<file path="src/rtl/watch_timer.sv">
`default_nettype none
// ---------------------------------------------------------------------------
// watch_timer : BCD mm:ss stopwatch / countdown with lap freeze and 7-seg out
// Revision    : 1.0
// ---------------------------------------------------------------------------
module watch_timer #(
   parameter int CLK_HZ         = 100000000,
   parameter int TICK_HZ        = 1,
   parameter int MIN_WRAP       = 60,
   parameter int SEG_ACTIVE_LOW = 1
) (
   input  logic       clk,
   input  logic       rst,
   input  logic       start,
   input  logic       pause,
   input  logic       clear,
   input  logic       mode,
   input  logic       load,
   input  logic [7:0] preset_min,
   input  logic [7:0] preset_sec,
   input  logic       lap,
   output logic [7:0] seg_minutes_tens,
   output logic [7:0] seg_minutes_units,
   output logic [7:0] seg_seconds_tens,
   output logic [7:0] seg_seconds_units,
   output logic       running,
   output logic       expired
);

   localparam int             TERM_I   = CLK_HZ / TICK_HZ - 1;
   localparam int             PW       = (TERM_I > 0) ? $clog2(TERM_I + 1) : 1;
   localparam logic [PW-1:0]  TERM     = TERM_I[PW-1:0];
   localparam logic [3:0]     MT_MAX   = 4'(MIN_WRAP / 10 - 1);
   localparam logic [7:0]     SEG_MASK = (SEG_ACTIVE_LOW != 0) ? 8'hFF : 8'h00;

   typedef enum logic [1:0] {IDLE, RUN, PAUSED, DONE} state_t;

   state_t        state, state_n;
   logic [15:0]   count, count_n, lap_reg, lap_reg_n, stepped, src;
   logic [PW-1:0] presc, presc_n;
   logic          run_dir, run_dir_n, lap_hold, lap_hold_n;
   logic          tick, preset_valid, colon;

   // count layout is {min_tens, min_units, sec_tens, sec_units}
   function automatic logic [15:0] step_up(input logic [15:0] c);
      logic [15:0] r;
      r = c;
      if (c[3:0] != 4'd9) r[3:0] = c[3:0] + 4'd1;
      else begin
         r[3:0] = 4'd0;
         if (c[7:4] != 4'd5) r[7:4] = c[7:4] + 4'd1;
         else begin
            r[7:4] = 4'd0;
            if (c[11:8] != 4'd9) r[11:8] = c[11:8] + 4'd1;
            else begin
               r[11:8]  = 4'd0;
               r[15:12] = (c[15:12] == MT_MAX) ? 4'd0 : c[15:12] + 4'd1;
            end
         end
      end
      return r;
   endfunction

   function automatic logic [15:0] step_down(input logic [15:0] c);
      logic [15:0] r;
      r = c;
      if (c[3:0] != 4'd0) r[3:0] = c[3:0] - 4'd1;
      else begin
         r[3:0] = 4'd9;
         if (c[7:4] != 4'd0) r[7:4] = c[7:4] - 4'd1;
         else begin
            r[7:4] = 4'd5;
            if (c[11:8] != 4'd0) r[11:8] = c[11:8] - 4'd1;
            else begin
               r[11:8]  = 4'd9;
               r[15:12] = (c[15:12] == 4'd0) ? MT_MAX : c[15:12] - 4'd1;
            end
         end
      end
      return r;
   endfunction

   function automatic logic [7:0] seg7(input logic [3:0] d);
      logic [7:0] s;
      case (d)
         4'd0:    s = 8'h3F;
         4'd1:    s = 8'h06;
         4'd2:    s = 8'h5B;
         4'd3:    s = 8'h4F;
         4'd4:    s = 8'h66;
         4'd5:    s = 8'h6D;
         4'd6:    s = 8'h7D;
         4'd7:    s = 8'h07;
         4'd8:    s = 8'h7F;
         4'd9:    s = 8'h6F;
         default: s = 8'h00;
      endcase
      return s;
   endfunction

   assign tick         = (state == RUN) && (presc == TERM);
   assign stepped      = run_dir ? step_down(count) : step_up(count);
   assign preset_valid = (preset_sec[3:0] <= 4'd9) && (preset_sec[7:4] <= 4'd5) &&
                         (preset_min[3:0] <= 4'd9) && (preset_min[7:4] <= MT_MAX);

   always_ff @(posedge clk) begin
      if (rst) begin
         state    <= IDLE;
         count    <= '0;
         lap_reg  <= '0;
         presc    <= '0;
         run_dir  <= 1'b0;
         lap_hold <= 1'b0;
      end else begin
         state    <= state_n;
         count    <= count_n;
         lap_reg  <= lap_reg_n;
         presc    <= presc_n;
         run_dir  <= run_dir_n;
         lap_hold <= lap_hold_n;
      end
   end

   // Ignored commands fall through so the next lower-priority input still acts.
   always_comb begin
      state_n    = state;
      count_n    = count;
      lap_reg_n  = lap_reg;
      presc_n    = presc;
      run_dir_n  = run_dir;
      lap_hold_n = lap_hold;
      if (clear) begin
         state_n    = IDLE;
         count_n    = '0;
         presc_n    = '0;
         lap_hold_n = 1'b0;
      end else if (load && (state != RUN) && preset_valid) begin
         state_n = IDLE;
         count_n = {preset_min, preset_sec};
         presc_n = '0;
      end else if (start && (state == IDLE) && !(mode && (count == 16'h0000))) begin
         state_n   = RUN;
         run_dir_n = mode;
         presc_n   = '0;
      end else if (start && (state == PAUSED)) begin
         state_n = RUN;
      end else if (pause && (state == RUN)) begin
         state_n = PAUSED;
      end else if (state == RUN) begin
         presc_n = tick ? '0 : presc + 1'b1;
         if (tick) begin
            count_n = stepped;
            if (run_dir && (stepped == 16'h0000)) state_n = DONE;
         end
         if (lap) begin
            lap_hold_n = !lap_hold;
            if (!lap_hold) lap_reg_n = count;
         end
      end else if (lap) begin
         lap_hold_n = 1'b0;
      end
   end

   assign src   = lap_hold ? lap_reg : count;
   assign colon = (state == RUN) || (state == PAUSED);

   always_ff @(posedge clk) begin
      if (rst) begin
         seg_minutes_tens  <= 8'h3F ^ SEG_MASK;
         seg_minutes_units <= 8'h3F ^ SEG_MASK;
         seg_seconds_tens  <= 8'h3F ^ SEG_MASK;
         seg_seconds_units <= 8'h3F ^ SEG_MASK;
         running           <= 1'b0;
         expired           <= 1'b0;
      end else begin
         seg_minutes_tens  <= seg7(src[15:12]) ^ SEG_MASK;
         seg_minutes_units <= ({colon, 7'b0} | seg7(src[11:8])) ^ SEG_MASK;
         seg_seconds_tens  <= seg7(src[7:4]) ^ SEG_MASK;
         seg_seconds_units <= seg7(src[3:0]) ^ SEG_MASK;
         running           <= (state == RUN);
         expired           <= (state == DONE);
      end
   end

endmodule
`default_nettype wire
</file>
<file path="config.mk">
export PLATFORM = sky130hd
export DESIGN_NAME = watch_timer
export DESIGN_NICKNAME = d
export VERILOG_FILES = /design/src/rtl/watch_timer.sv
export SDC_FILE = /design/constraint.sdc
export NUM_CORES = 1
export LEC_CHECK = 0
export CAP_MARGIN = 40
export CORE_MARGIN = 2
export CORE_UTILIZATION = 50
export DETAILED_ROUTE_END_ITERATION = 12
export GPL_TIMING_DRIVEN = 0
export PLACE_DENSITY = 0.77
export SYNTH_ARGS = -nofsm -noshare
export SYNTH_HDL_FRONTEND = slang
export SYNTH_SLANG_ARGS = --single-unit
</file>
<file path="constraint.sdc">
create_clock -name clk -period 3.35 [get_ports clk]
set_clock_uncertainty 0.15 [all_clocks]
set_input_delay 0.5025 -clock clk [delete_from_list [all_inputs] [get_ports clk]]
set_output_delay 0.5025 -clock clk [all_outputs]
set_load 0.02 [all_outputs]
</file>
Word-level counts from Yosys, hierarchy flattened. Memory sizes are Yosys's and may differ from the RTL's. Cells that the tools add are included.

Register bits after elaboration: 97. Bits in latches: 0. Bits in writable memories: 0. ROM bits: 448. Input bits: 24. Output and inout bits: 34. Word-level logic and storage cells: 129. Memories kept: 4.

Memories: (no name shown) (depth 16, width 7, rd ports 1, clocked after memory_dff 0, wr ports 0, RTL line 85) `case (d)`; (no name shown) (depth 16, width 7, rd ports 1, clocked after memory_dff 0, wr ports 0, RTL line 85); (no name shown) (depth 16, width 7, rd ports 1, clocked after memory_dff 0, wr ports 0, RTL line 85); (no name shown) (depth 16, width 7, rd ports 1, clocked after memory_dff 0, wr ports 0, RTL line 85).

$add $sub $neg: 9. $mul: 0. Divide/modulo/power cells: 0. $lt $le $gt $ge: 4. Equal/unequal tests: 12. Shifts and indexed selects: 0. Mux-type cells: 36. Bitwise logic cells: 10. Reductions and logical operators: 41.

Operators with widths (number): 2-to-1 mux 16 bit (8); 2-to-1 mux 8 bit (6); 2-to-1 mux 4 bit (10); logical NOT 16 bit (2); inverter 8 bit (4); adder 27 x 1 -> 27 bit, second input constant (1); equality test 27 bit, second input constant (1); 2-to-1 mux 27 bit (1); 2-to-1 mux 12 bit (2); nonzero test 4 bit (6); adder 4 x 1 -> 4 bit, second input constant (4); subtractor 4 x 1 -> 4 bit, second input constant (4); logical AND 1 bit (12); AND reduction 3 bit (4); AND reduction 5 bit (2); nonzero test 2 bit (5); <= comparator 4 x 3 -> 1 bit, second input constant (2); <= comparator 4 bit, second input constant (2); 2-to-1 mux 2 bit (4); != test 4 bit, second input constant (2); OR 8 bit (1); AND reduction 7 bit (1); != test 2 bit, second input constant (3); 2-to-1 mux 1 bit (5); 14 further kinds (20).

Logic depth before layout (Yosys ltp).
Depth in word-level cells: 14. Depth in mapped cells: 11. Mapped depth without buffers: 9.

Least setup slack after synthesis. Ideal clock, no wire load.

Path type: register -> register. From: reg state[1]. To: reg presc[0]. Setup time: 117 ps. Data arrival time: 2157 ps. Data required time: 3083 ps. Setup slack: 925 ps. Cell stages (with the launch flop): 12. Path buffers: 3. Period minus slack after synthesis: 2425 ps. Cell sequence: dfxtp_1 -> inv_1 -> ha_1 -> nor4b_1 -> and4_1 -> clkbuf_1 -> nor2_1 -> nand2_1 -> or2_1 -> clkbuf_1 -> buf_2 -> nor2_1.

Word-level cells in the longest chain between the ends: 4. Elaborated cells on any way between the ends: 16. Those cells by class: eq/ne: 3; mux: 1; bitwise: 2; reduce/logical: 10.

RTL lines: start, declared (RTL line 38) `state_t state, state_n;`; start signal, assigned (RTL line 115) `state <= state_n;`; != test 2 x 1 -> 1 bit (tied with other cells) (RTL line 137) `end else if (load && (state != RUN) && preset_valid) begin`; logical AND 1 bit (on tied branches); logical AND 1 bit (tied with other cells) (RTL line 137); OR reduction 4 bit (no line) or AND reduction 3 bit (tied branches); end signal, assigned (RTL line 118) `presc <= presc_n;`; end, declared (RTL line 40) `logic [PW-1:0] presc, presc_n;`.

Several ways; a longest one is shown, not always the timed one. A chain may end at the register's enable or synchronous reset.

Final worst setup path.
From: reg state[1]. To: reg presc[25].

The elaborated chain is that of the path after synthesis.

==> impl_metrics.env <==
export IMPL_dp_slack_ps=-51.58
export IMPL_postRouteWirelength_mm=13.95
export IMPL_share_of_final_layout_standard_cells_stronger_than_drive_strength_1_pct=10.32
export IMPL_syn_avg_cell_area_um2=8.368
export IMPL_tritoncts_num_buffers=9
export IMPL_antenna_left=0
export IMPL_antenna_diode_count=0
export IMPL_status="completed"
export IMPL_synth_cell_type_count=65
export IMPL_final_net_count=762
export IMPL_die_area_um2=11680
export IMPL_crit_required_ps=3480
export IMPL_most_common_cell_after_layout_fill_and_taps_aside="dfxtp_1"
export IMPL_worst_path_max_fanout=10
export IMPL_first_global_vias=4769
export IMPL_worst_endpoint_arrival_ps=3180
export IMPL_portBuffers=53
export IMPL_setup_worst_path_end_class="flop"
export IMPL_hold_viol=0
export IMPL_cts_sinks=94
export IMPL_grt_setup_unrepaired="no"
export IMPL_synth_seq_cells=94
export IMPL_routed_via_count=4984
export IMPL_dieWidth_um=108.1
export IMPL_fin_hold_ws_ps=338.9
export IMPL_fin_crit_ps=3043
export IMPL_maxCapViolCount=0
export IMPL_synth_edff_count=0
export IMPL_maxClockFrequency_mhz=328.6
export IMPL_tritoncts="done"
export IMPL_postSynth_topFlopCell="dfxtp_1"
export IMPL_worst_slew_margin_rel_pct=41.38
export IMPL_ys_top_cells_by_area="dfxtp_1 35%, ha_1 6.0%, nor2_1 5.1%"
export IMPL_largest_reg_flops=27
export IMPL_post_synthesis_cell_area_um2=5414
export IMPL_globalplace_congestion=0.9235
export IMPL_worstMarginPinSlew_ps=854.9
export IMPL_synthCells=647
export IMPL_yosys_area_top_type_share_pct=34.76
export IMPL_first_iteration_detailed_routing_drc_count=384
export IMPL_synthArstFlopShare_pct=0
export IMPL_vdd_ir_drop_max_mv=0.2976
export IMPL_area_growth_synth_to_final_pct=16.92
export IMPL_worst_skew_pair_late_latency_ps=390
export IMPL_path_class="reg2reg"
export IMPL_vias_per_cell=5.843
export IMPL_seqPwrFrac_pct=54.5
export IMPL_grt_start_max_net_pins=18
export IMPL_initial_utilization_pct=51.98
export IMPL_antenna_found_initial=0
export IMPL_static_leakage_power_nw=2.176
export IMPL_synth_top_area_cell="dfxtp_1"
export IMPL_setup_total_negative_slack_ps=0
export IMPL_min_path_type="reg2reg"
export IMPL_setup_viol=0
export IMPL_grt_util_all_layers_pct=24.74
export IMPL_clock_power_share_pct=38.2
export IMPL_synth_warning_count=0
export IMPL_globalRouteOverflowTotal=0
export IMPL_seq_area_frac_synth_pct=34.76
export IMPL_grt_first_pass_wirelength_mm=22.78
export IMPL_clkSlewWorstSetupHoldPaths_ps=100
export IMPL_core_um2=10420
export IMPL_drv_slew=0
export IMPL_p_sw_share_pct=25.55
export IMPL_layout_cells_most_common_list="94 x dfxtp_1, 74 x nor2_1, 60 x nand2_1"
export IMPL_drt_first_pass_iters=5
export IMPL_floorplan_die_height_um=108.1
export IMPL_design_portCount=58
export IMPL_kind_of_start_point_of_the_critical_path="flop"
export IMPL_fillerInstances=917
export IMPL_final_min_period_over_clock_period_pct=90.84
export IMPL_routedWlPerCell_um=16.36
export IMPL_number_of_h_tree_branching_levels=3
export IMPL_row_count=37
export IMPL_postLayoutSetupSlackWorst_ps=306.8
export IMPL_drcViolationCount=0
export IMPL_pwr_share_comb_pct=7.3
export IMPL_pwr_density_cell_nw_per_um2=327.0
export IMPL_cts_root_to_sink_buffers=2
export IMPL_root_buffer="clkbuf_8"
export IMPL_detailed_place_hpwl_mm=10.21
export IMPL_number_of_buffers_inserted_for_hold_repair_after_clock_tree_synthesis=0
export IMPL_internal_power_mw=1.541
export IMPL_net_switching_power_uw=528.8
[power groups by stage]
| stage | Clock, mW | Sequential [mW] | Combinational [mW] |
|---|---|---|---|
| 4_1_cts | 0.812 | 1.13 | 0.149 |
| 3_3_place_gp | 0 | 1.15 | 0.145 |
| 3_5_place_dp | 0 | 1.15 | 0.148 |
| 5_1_grt | 0.856 | 1.13 | 0.164 |
| 6_report | 0.790 | 1.13 | 0.152 |
| 2_1_floorplan | 0 | 1.16 | 0.0828 |
[final timing paths]
kind	from	to	slack [ps]	depth (start not counted)
hold / removal	presc[16]	presc[16]	340	2
setup reg to reg	state[1]	presc[25]	310	10
hold reg to reg	presc[16]	presc[16]	340	2
setup / recovery	state[1]	presc[25]	310	10
[layout make-up]
class | count | area [um^2] | area share (%)
Clock inverter | 7 | 81.33 | 1.285
Inverter | 19 | 71.32 | 1.127
Tap cell | 136 | 170.2 | 2.688
Sequential cell | 94 | 1882 | 29.73
Clock buffer | 9 | 123.9 | 1.957
Buffer | 47 | 239.0 | 3.775
Timing Repair Buffer | 53 | 530.5 | 8.381
Multi-Input combinational cell | 488 | 3232 | 51.06
[kinds of logic (layout without fill, tap and decap cells)]
| family | count (synthesis) | after routing | share of synthesized area (%) |
|---|---|---|---|
| and+or+nand+nor | 252 | 252 | 24.43 |
| adders and majority gates | 26 | 26 | 6.009 |
| other | 1 | 3 | 0.06927 |
| DFF | 94 | 94 | 34.76 |
| buffers and inverters | 67 | 135 | 5.801 |
| AOI/OAI and AO/OA | 153 | 153 | 19.04 |
| xor gates and xnor gates | 30 | 30 | 4.853 |
| muxes | 24 | 24 | 5.038 |
[layer usage]
metal / track usage, % / wire [um] / share of wire (%) / vias up
met5: 0 / 0 / 0 / -
met4: 9.799 / 300 / 2.1 / 0
met3: 6.992 / 976 / 7.0 / 31
met2: 40.75 / 6713 / 48 / 180
met1: 30.57 / 5963 / 43 / 2352
li1: - / - / - / 2421
[Yosys cell counts, drive strengths merged (6+ instances only)]
cell,instances
dfxtp,94
nor2,74
nand2,60
a21oi,49
o21ai,37
ha,26
clkbuf,25
nand3,24
buf,23
xor2,21
inv,19
a211oi,18
nand4,17
mux2i,16
nor3,16
xnor2,9
a22oi,8
and2,7
or2,7
mux2,6
nor2b,6
nor4,6
nor4b,6
o21a,6
or3,6
[critical path, cell delays in order, from the launching register on]
cell and delay [ps]:
dfxtp_1 380, inv_1 90, ha_1 330, nor4b_2 430, and4_1 480, nor2_1 100
nand2_1 170, or2_1 130, clkbuf_1 290, buf_2 300, nor2_1 80
[metrics by stage]
stage | utilization (%) | power (mW) | cell area (um^2) | instances
after floorplan | - | 1.239 | 5421 | 649
after global placement | 58.77 | 1.298 | 6122 | 838
after detailed placement | 58.77 | 1.302 | 6122 | 838
after CTS | 60.74 | 2.089 | 6327 | 854
after global routing | 60.77 | 2.149 | 6330 | 853
final | 60.77 | 2.070 | 6330 | 853
[repair_timing]
action                                  4_1_cts  5_1_grt
buffers inserted                              0        0
endpoints found under the setup margin        0       20
resized for setup                             0        1
hold endpoints to repair                      0        0
(Power assumes the default switching activity.)
